**src/rtl/instr_loader_if.sv**
```systemverilog
// Byte-stream and instruction-memory write bus for the boot-time program loader.
// master = stream source / memory side, slave = loader.
interface instr_loader_if #(
  parameter int DATA_WIDTH = 32,
  parameter int ADDR_WIDTH = 32
);
  logic                  in_valid;
  logic [7:0]            in_data;
  logic                  in_ready;
  logic                  mem_we;
  logic [ADDR_WIDTH-1:0] mem_addr;
  logic [DATA_WIDTH-1:0] mem_wdata;

  modport master (
    output in_valid, in_data,
    input  in_ready, mem_we, mem_addr, mem_wdata
  );

  modport slave (
    input  in_valid, in_data,
    output in_ready, mem_we, mem_addr, mem_wdata
  );
endinterface

```
**src/rtl/instr_loader.sv**
```systemverilog
// Boot-time loader: assembles a little-endian byte stream into 32-bit words and writes them to
// instruction memory while holding the core in reset. `define LOADER_CHECKSUM_EN adds an XOR trailer check.
module instr_loader #(
  parameter int                    DATA_WIDTH = 32,
  parameter int                    ADDR_WIDTH = 32,
  parameter logic [ADDR_WIDTH-1:0] BASE_ADDR  = '0,
  parameter int                    MAX_WORDS  = 1024
) (
  input  logic          clk_i,
  input  logic          rst_ni,
  input  logic          load_start_i,
  instr_loader_if.slave bus,
  output logic          cpu_rst_o,
  output logic          busy_o,
  output logic          done_o,
  output logic          error_o
);

  typedef enum logic [2:0] {
    S_IDLE,
    S_HDR_LO,
    S_HDR_HI,
    S_DATA,
    S_WRITE,
`ifdef LOADER_CHECKSUM_EN
    S_CHK,
`endif
    S_ERR
  } state_e;

  state_e                state_q, state_d;
  logic [15:0]           n_q, n_d;
  logic [15:0]           idx_q, idx_d;
  logic [1:0]            byte_cnt_q, byte_cnt_d;
  logic [23:0]           asm_q, asm_d;
  logic                  in_ready_q, in_ready_d;
  logic                  mem_we_q, mem_we_d;
  logic [ADDR_WIDTH-1:0] mem_addr_q, mem_addr_d;
  logic [DATA_WIDTH-1:0] mem_wdata_q, mem_wdata_d;
  logic                  cpu_rst_q, cpu_rst_d;
  logic                  busy_q, busy_d;
  logic                  done_q, done_d;
  logic                  error_q, error_d;
`ifdef LOADER_CHECKSUM_EN
  logic [7:0]            csum_q, csum_d;
`endif

  logic                  accept;
  logic [15:0]           hdr_n;

  // in_ready is registered and tracks state_q, so a byte is taken exactly when both agree.
  assign accept = bus.in_valid && in_ready_q;
  assign hdr_n  = {bus.in_data, n_q[7:0]};

  always_comb begin
    state_d     = state_q;
    n_d         = n_q;
    idx_d       = idx_q;
    byte_cnt_d  = byte_cnt_q;
    asm_d       = asm_q;
    mem_we_d    = 1'b0;
    mem_addr_d  = mem_addr_q;
    mem_wdata_d = mem_wdata_q;
    done_d      = 1'b0;
    error_d     = error_q;
`ifdef LOADER_CHECKSUM_EN
    csum_d      = csum_q;
`endif

    unique case (state_q)
      S_IDLE, S_ERR: begin
        if (load_start_i) begin
          state_d    = S_HDR_LO;
          error_d    = 1'b0;
          idx_d      = '0;
          byte_cnt_d = '0;
`ifdef LOADER_CHECKSUM_EN
          csum_d     = '0;
`endif
        end
      end
      S_HDR_LO: begin
        if (accept) begin
          n_d[7:0] = bus.in_data;
          state_d  = S_HDR_HI;
        end
      end
      S_HDR_HI: begin
        if (accept) begin
          n_d = hdr_n;
          if (int'(hdr_n) > MAX_WORDS) begin
            state_d = S_ERR;
            error_d = 1'b1;
          end else if (hdr_n == 16'd0) begin
`ifdef LOADER_CHECKSUM_EN
            state_d = S_CHK;
`else
            state_d = S_IDLE;
            done_d  = 1'b1;
`endif
          end else begin
            state_d = S_DATA;
          end
        end
      end
      S_DATA: begin
        if (accept) begin
`ifdef LOADER_CHECKSUM_EN
          csum_d = csum_q ^ bus.in_data;
`endif
          byte_cnt_d = byte_cnt_q + 2'd1;
          case (byte_cnt_q)
            2'd0: asm_d[7:0]   = bus.in_data;
            2'd1: asm_d[15:8]  = bus.in_data;
            2'd2: asm_d[23:16] = bus.in_data;
            default: begin
              // Fourth byte bypasses the assembly register straight into the write word.
              state_d     = S_WRITE;
              mem_we_d    = 1'b1;
              mem_addr_d  = BASE_ADDR + ADDR_WIDTH'({idx_q, 2'b00});
              mem_wdata_d = DATA_WIDTH'({bus.in_data, asm_q});
            end
          endcase
        end
      end
      S_WRITE: begin
        idx_d = idx_q + 16'd1;
        if (idx_q + 16'd1 == n_q) begin
`ifdef LOADER_CHECKSUM_EN
          state_d = S_CHK;
`else
          state_d = S_IDLE;
          done_d  = 1'b1;
`endif
        end else begin
          state_d = S_DATA;
        end
      end
`ifdef LOADER_CHECKSUM_EN
      S_CHK: begin
        if (accept) begin
          if (bus.in_data == csum_q) begin
            state_d = S_IDLE;
            done_d  = 1'b1;
          end else begin
            state_d = S_ERR;
            error_d = 1'b1;
          end
        end
      end
`endif
      default: state_d = S_IDLE;
    endcase

    // Outputs are registered from the next state so they line up with state_q.
`ifdef LOADER_CHECKSUM_EN
    in_ready_d = state_d inside {S_HDR_LO, S_HDR_HI, S_DATA, S_CHK};
`else
    in_ready_d = state_d inside {S_HDR_LO, S_HDR_HI, S_DATA};
`endif
    busy_d    = (state_d != S_IDLE) && (state_d != S_ERR);
    cpu_rst_d = (state_d != S_IDLE);
  end

  always_ff @(posedge clk_i or negedge rst_ni) begin
    if (!rst_ni) begin
      state_q     <= S_IDLE;
      n_q         <= '0;
      idx_q       <= '0;
      byte_cnt_q  <= '0;
      in_ready_q  <= 1'b0;
      mem_we_q    <= 1'b0;
      mem_addr_q  <= '0;
      mem_wdata_q <= '0;
      cpu_rst_q   <= 1'b0;
      busy_q      <= 1'b0;
      done_q      <= 1'b0;
      error_q     <= 1'b0;
    end else begin
      state_q     <= state_d;
      n_q         <= n_d;
      idx_q       <= idx_d;
      byte_cnt_q  <= byte_cnt_d;
      in_ready_q  <= in_ready_d;
      mem_we_q    <= mem_we_d;
      mem_addr_q  <= mem_addr_d;
      mem_wdata_q <= mem_wdata_d;
      cpu_rst_q   <= cpu_rst_d;
      busy_q      <= busy_d;
      done_q      <= done_d;
      error_q     <= error_d;
    end
  end

`ifdef LOADER_CHECKSUM_EN
  always_ff @(posedge clk_i or negedge rst_ni) begin
    if (!rst_ni) csum_q <= '0;
    else         csum_q <= csum_d;
  end
`endif

  // Partial-word lanes are pure data; byte_cnt decides which lanes are meaningful.
  always_ff @(posedge clk_i) begin
    asm_q <= asm_d;
  end

  assign bus.in_ready  = in_ready_q;
  assign bus.mem_we    = mem_we_q;
  assign bus.mem_addr  = mem_addr_q;
  assign bus.mem_wdata = mem_wdata_q;
  assign cpu_rst_o     = cpu_rst_q;
  assign busy_o        = busy_q;
  assign done_o        = done_q;
  assign error_o       = error_q;

endmodule

```
**src/flat_wrapper.sv**
```systemverilog
// flat-port wrapper written by rule: the top's interface ports become plain ports
module instr_loader_flat 
#(
  parameter int                    DATA_WIDTH = 32,
  parameter int                    ADDR_WIDTH = 32,
  parameter logic [ADDR_WIDTH-1:0] BASE_ADDR  = '0,
  parameter int                    MAX_WORDS  = 1024
)
  (clk_i, rst_ni, load_start_i, cpu_rst_o, busy_o, done_o, error_o, bus_in_valid, bus_in_data, bus_in_ready, bus_mem_we, bus_mem_addr, bus_mem_wdata);
  instr_loader_if #(.DATA_WIDTH(DATA_WIDTH), .ADDR_WIDTH(ADDR_WIDTH)) bus_i ();
  input  logic clk_i;
  input  logic rst_ni;
  input  logic load_start_i;
  output logic cpu_rst_o;
  output logic busy_o;
  output logic done_o;
  output logic error_o;
  input wire logic [$bits(bus_i.in_valid)-1:0] bus_in_valid;
  input wire logic [$bits(bus_i.in_data)-1:0] bus_in_data;
  output wire logic [$bits(bus_i.in_ready)-1:0] bus_in_ready;
  output wire logic [$bits(bus_i.mem_we)-1:0] bus_mem_we;
  output wire logic [$bits(bus_i.mem_addr)-1:0] bus_mem_addr;
  output wire logic [$bits(bus_i.mem_wdata)-1:0] bus_mem_wdata;
  assign bus_i.in_valid = bus_in_valid;
  assign bus_i.in_data = bus_in_data;
  assign bus_in_ready = bus_i.in_ready;
  assign bus_mem_we = bus_i.mem_we;
  assign bus_mem_addr = bus_i.mem_addr;
  assign bus_mem_wdata = bus_i.mem_wdata;
  instr_loader #(.DATA_WIDTH(DATA_WIDTH), .ADDR_WIDTH(ADDR_WIDTH), .BASE_ADDR(BASE_ADDR), .MAX_WORDS(MAX_WORDS)) u_core (.clk_i(clk_i), .rst_ni(rst_ni), .load_start_i(load_start_i), .bus(bus_i), .cpu_rst_o(cpu_rst_o), .busy_o(busy_o), .done_o(done_o), .error_o(error_o));
endmodule
```
**config.mk**
```make
export PLATFORM = sky130hd
export DESIGN_NAME = instr_loader_flat
export DESIGN_NICKNAME = d
export VERILOG_FILES = /design/src/rtl/instr_loader_if.sv /design/src/rtl/instr_loader.sv /design/src/flat_wrapper.sv
export SDC_FILE = /design/constraint.sdc
export NUM_CORES = 1
export LEC_CHECK = 0
export CORE_UTILIZATION = 40
export CTS_BUF_LIST = sky130_fd_sc_hd__clkbuf_8 sky130_fd_sc_hd__clkbuf_16
export DETAILED_ROUTE_END_ITERATION = 8
export PLACE_DENSITY = 0.63
export SYNTH_ARGS = -nofsm -noshare
export SYNTH_HDL_FRONTEND = slang
export SYNTH_SLANG_ARGS = --single-unit
```
**constraint.sdc**
```tcl
create_clock -name clk_i -period 3.09 [get_ports clk_i]
set_input_delay 0.927 -clock clk_i [delete_from_list [all_inputs] [get_ports clk_i]]
set_output_delay 0.927 -clock clk_i [all_outputs]
set_load 0.05 [all_outputs]
```
==> metrics.md <==
| Metric | Value |
|---|---|
| CP Cell Sequence | `nand3_1 > or4_1 > a311o_1 > a32oi_1 > o211ai_1 > or4_1 > o21ai_0` |
| Top post-synthesis cells by area | `dfrtp_1 (43%), edfxtp_1 (14%), nand2_1 (13%)` |
| Element type at the critical path end | `flop` |
| Peak supply drop | `0.000482 V` |
| Drt pass-1 iters | `5` |
| CTS Buffer Depth | `2` |
| Placed Cells | `783` |
| Slew @ Worst Pin | `around 0.54 ns` |
| Post-Layout Inst Area | `6700 sq um` |
| Compound-Gate Fraction of Synth Area | `8.39%` |
| Core ar. | `12700 sq um` |
| Layout cell share with drive strength beyond 1 | `11.4%` |
| Pleak | `3.00 nW` |
| Warnings, synthesis | `0` |
| GPL Wtd Cong | `0.827` |
| Total negative slack | `0 ns` |
| Slew Viols, Final | `0` |
| # diodes | `0` |
| CTS tree | `built` |
| XOR/XNOR Fraction of Synth Area | `2.50%` |
| Leading area contributor after synthesis | `dfrtp_1` |
| Largest family of logic cells by synthesized area | `simple AND/OR/NAND/NOR gates` |
| Dpl ws | `0.167 ns` |
| Worst Path Arrival | `3.18 ns` |
| Type of the most critical hold path | `in -> async` |
| Final Hold Vio Count | `0` |
| Worst-skew pair later-pin latency | `0.41 ns` |
| Largest driver fanout on the critical path | `12` |
| Number of vias per cell | `about 5` |
| I/O Pins | `82` |
| Fillers | `approximately 1200` |
| Final Total Pwr | `6.22 mW` |
| Grt ovf | `0` |
| Vias in the first global route | `3950` |
| Post-Synthesis Cells | `547` |
| Final worst slack | `between 0.2 and 0.25 ns` |
| Setup Crit Path Kind | `reg -> reg` |
| Seq/Total Area, Yosys | `57.1%` |
| Post-synthesis adder-cell area fraction | `under 10%` |
| Clock slew at the register clock pins of the worst setup and hold paths | `0.05 ns` |
| Die height | `117 um` |
| Routed len/inst | `14.9 um` |
| Max incr delay on CP | `0.66 ns` |
| I/O Buffers | `65` |
| Min Tclk post-route | `2.86 ns` |
| CTS sink count | `around 120` |
| CP top delay family | `simple AND/OR/NAND/NOR gates` |
| Power Density | `929 nW/um^2` |
| Top-count cell post-synth | `nand2_1` |
| Post-synth top flop | `dfrtp_1` |
| Ys async rst share | `approximately four fifths` |
| Synth unique cells | `between 50 and 60` |
| Placed Area | `6160 sq um` |
| Commonest cells in the synthesized netlist | `nand2_1 (183), dfrtp_1 (91), o21ai_0 (36)` |
| Synthesized area | `around 5300 sq um` |
| Inserted Clock Buffers | `17` |
| Syn_area_per_cell | `9.60 sq um` |
| Rel. slew slack | `63.8%` |
| Residual DRC | `0` |
| Area of the multi-input gates | `2050 sq um` |
| Slowest stage cell, crit path | `or4_1` |
| Buffers & Inverters on Critical Path | `0` |
| Flops & latches, synth | `115` |
| Multiplexer area fraction after synthesis | `2.53%` |
| Setup bufs post-CTS | `0` |
| Post-route ant nets | `0` |
| Setup crit start kind | `flop` |
| Cell mode on critical path | `or4_1` |
| MaxCap Viol Count | `0` |
| Final setup viols | `0` |
| Initial Utilization | `41.3%` |
| Highest Clock Rate | `~350 MHz` |
| Pin count of the biggest net entering global routing | `48` |
| Detailed Place HPWL | `around 8300 um` |
| Final cell count without fillers | `815` |
| Worst Path Required | `about 3.4 ns` |
| FP Rows | `41` |
| Number of enable flip-flop cells after synthesis | `24` |
| Final core occ | `52.7%` |
| Final setup skew | `0.00866 ns` |
| Yosys top cell area share | `43.4%` |
| Die area | `roughly 14000 sq um` |
| Via count | `around 4200` |
| First-pass GRT wire length | `19700 um` |
| DIE WIDTH | `117 um` |
| Drt total wl | `12100 um` |
| Area delta synth->final | `27.6%` |
| Outcome | `finished, final reports clean` |
| WHS | `between 0.3 and 0.4 ns` |
| Initial antenna violation count | `0` |
| Nets | `around 650` |
| First DRT Iteration DRCs | `roughly 250` |
| Setup repair after global routing missed its margin | `false` |
| Htree depth | `4` |
| Synth Area in Simple Gates | `23.2%` |
| Gr usage total | `19.5%` |
| Period utilization | `between 90% and 100%` |
| Reg area | `3000 sq um` |
| Clock Tree Root | `clkbuf_16` |
layer usage:
layer	track usage, %	vias to the layer above	routed length (um)
met4	8.27	0	224
met1	25.5	2038	5590
met5	0	-	0
li1	-	1991	-
met3	4.51	17	515
met2	31.1	117	5790
cells by family after synthesis:
logic type,count (synthesis)
compound gates,73
xor+xnor,15
fa+ha+maj,5
buf+inv,53
flops,115
mux,12
other cells,1
simple gates,273
sequential cells by signal (all words and copies together) (netlist names):
name and cells:
u_core.bus.mem_addr 16, u_core.bus.mem_wdata 32, u_core.done_o 1, u_core.cpu_rst_o 1
u_core.state_q 3, u_core.asm_q 24, u_core.bus.mem_we 1, u_core.bus.in_ready 1
u_core.idx_q 16, u_core.byte_cnt_q 2, u_core.error_o 1, u_core.busy_o 1
u_core.n_q 16
final timing paths:
kind	from	to	slack [ns]	depth (start not counted)
min in group clk_i	u_core.asm_q[20]	u_core.bus.mem_wdata[20]	0.44	2
min	rst_ni	u_core.bus.mem_wdata[29]	0.38	1
max in group asynchronous	rst_ni	u_core.idx_q[10]	2.05	2
max reg2reg	u_core.idx_q[8]	u_core.done_o	0.23	7
min reg2reg	u_core.asm_q[20]	u_core.bus.mem_wdata[20]	0.44	2
max	u_core.idx_q[8]	u_core.done_o	0.23	7
layout make-up:
type,instances,area share [%]
Clock buffer,17,6.35
Tap cell,172,3.21
Sequential cell,115,44.8
Inverter,11,0.616
Timing Repair Buffer,91,12.8
Multi-Input combinational cell,394,30.7
Clock inverter,15,1.62
power by group:
| group | switching [mW] | internal, mW |
|---|---|---|
| registers | 0.335 | 1.93 |
| clock network | 0.717 | 1.03 |
| logic | 1.41 | 0.804 |
worst register-to-register path: stages, from the launching register on:
cell	delay [ns]
dfrtp_1	0.52
nand3_1	0.20
or4_1	0.66
a311o_1	0.38
a32oi_1	0.24
o211ai_1	0.20
or4_1	0.47
o21ai_0	0.11
placed cells by master (no fill, tap or decap), types with 3 or more instances in the layout:
cell / count
a21oi_1: 11
a31oi_1: 6
and2_1: 5
buf_4: 26
clkbuf_16: 17
clkdlybuf4s50_1: 64
clkinv_2: 4
clkinv_4: 3
conb_1: 16
dfrtp_1: 91
edfxtp_1: 24
ha_1: 5
inv_1: 12
inv_6: 5
mux2_2: 10
nand2_1: 183
nand3_1: 11
nand3b_1: 6
nand4_1: 5
nor2_1: 26
nor2b_1: 8
nor3_1: 8
nor3b_1: 3
nor4_1: 3
o21ai_0: 36
or4_1: 4
xnor2_1: 10
xor2_1: 5
timing repair:
action / CTS / global route
hold buffers: 0 / 0
gates resized for setup: 0 / 1
endpoints found under the setup margin: 0 / 4
No activity file was read; power rests on OpenSTA's default activity.
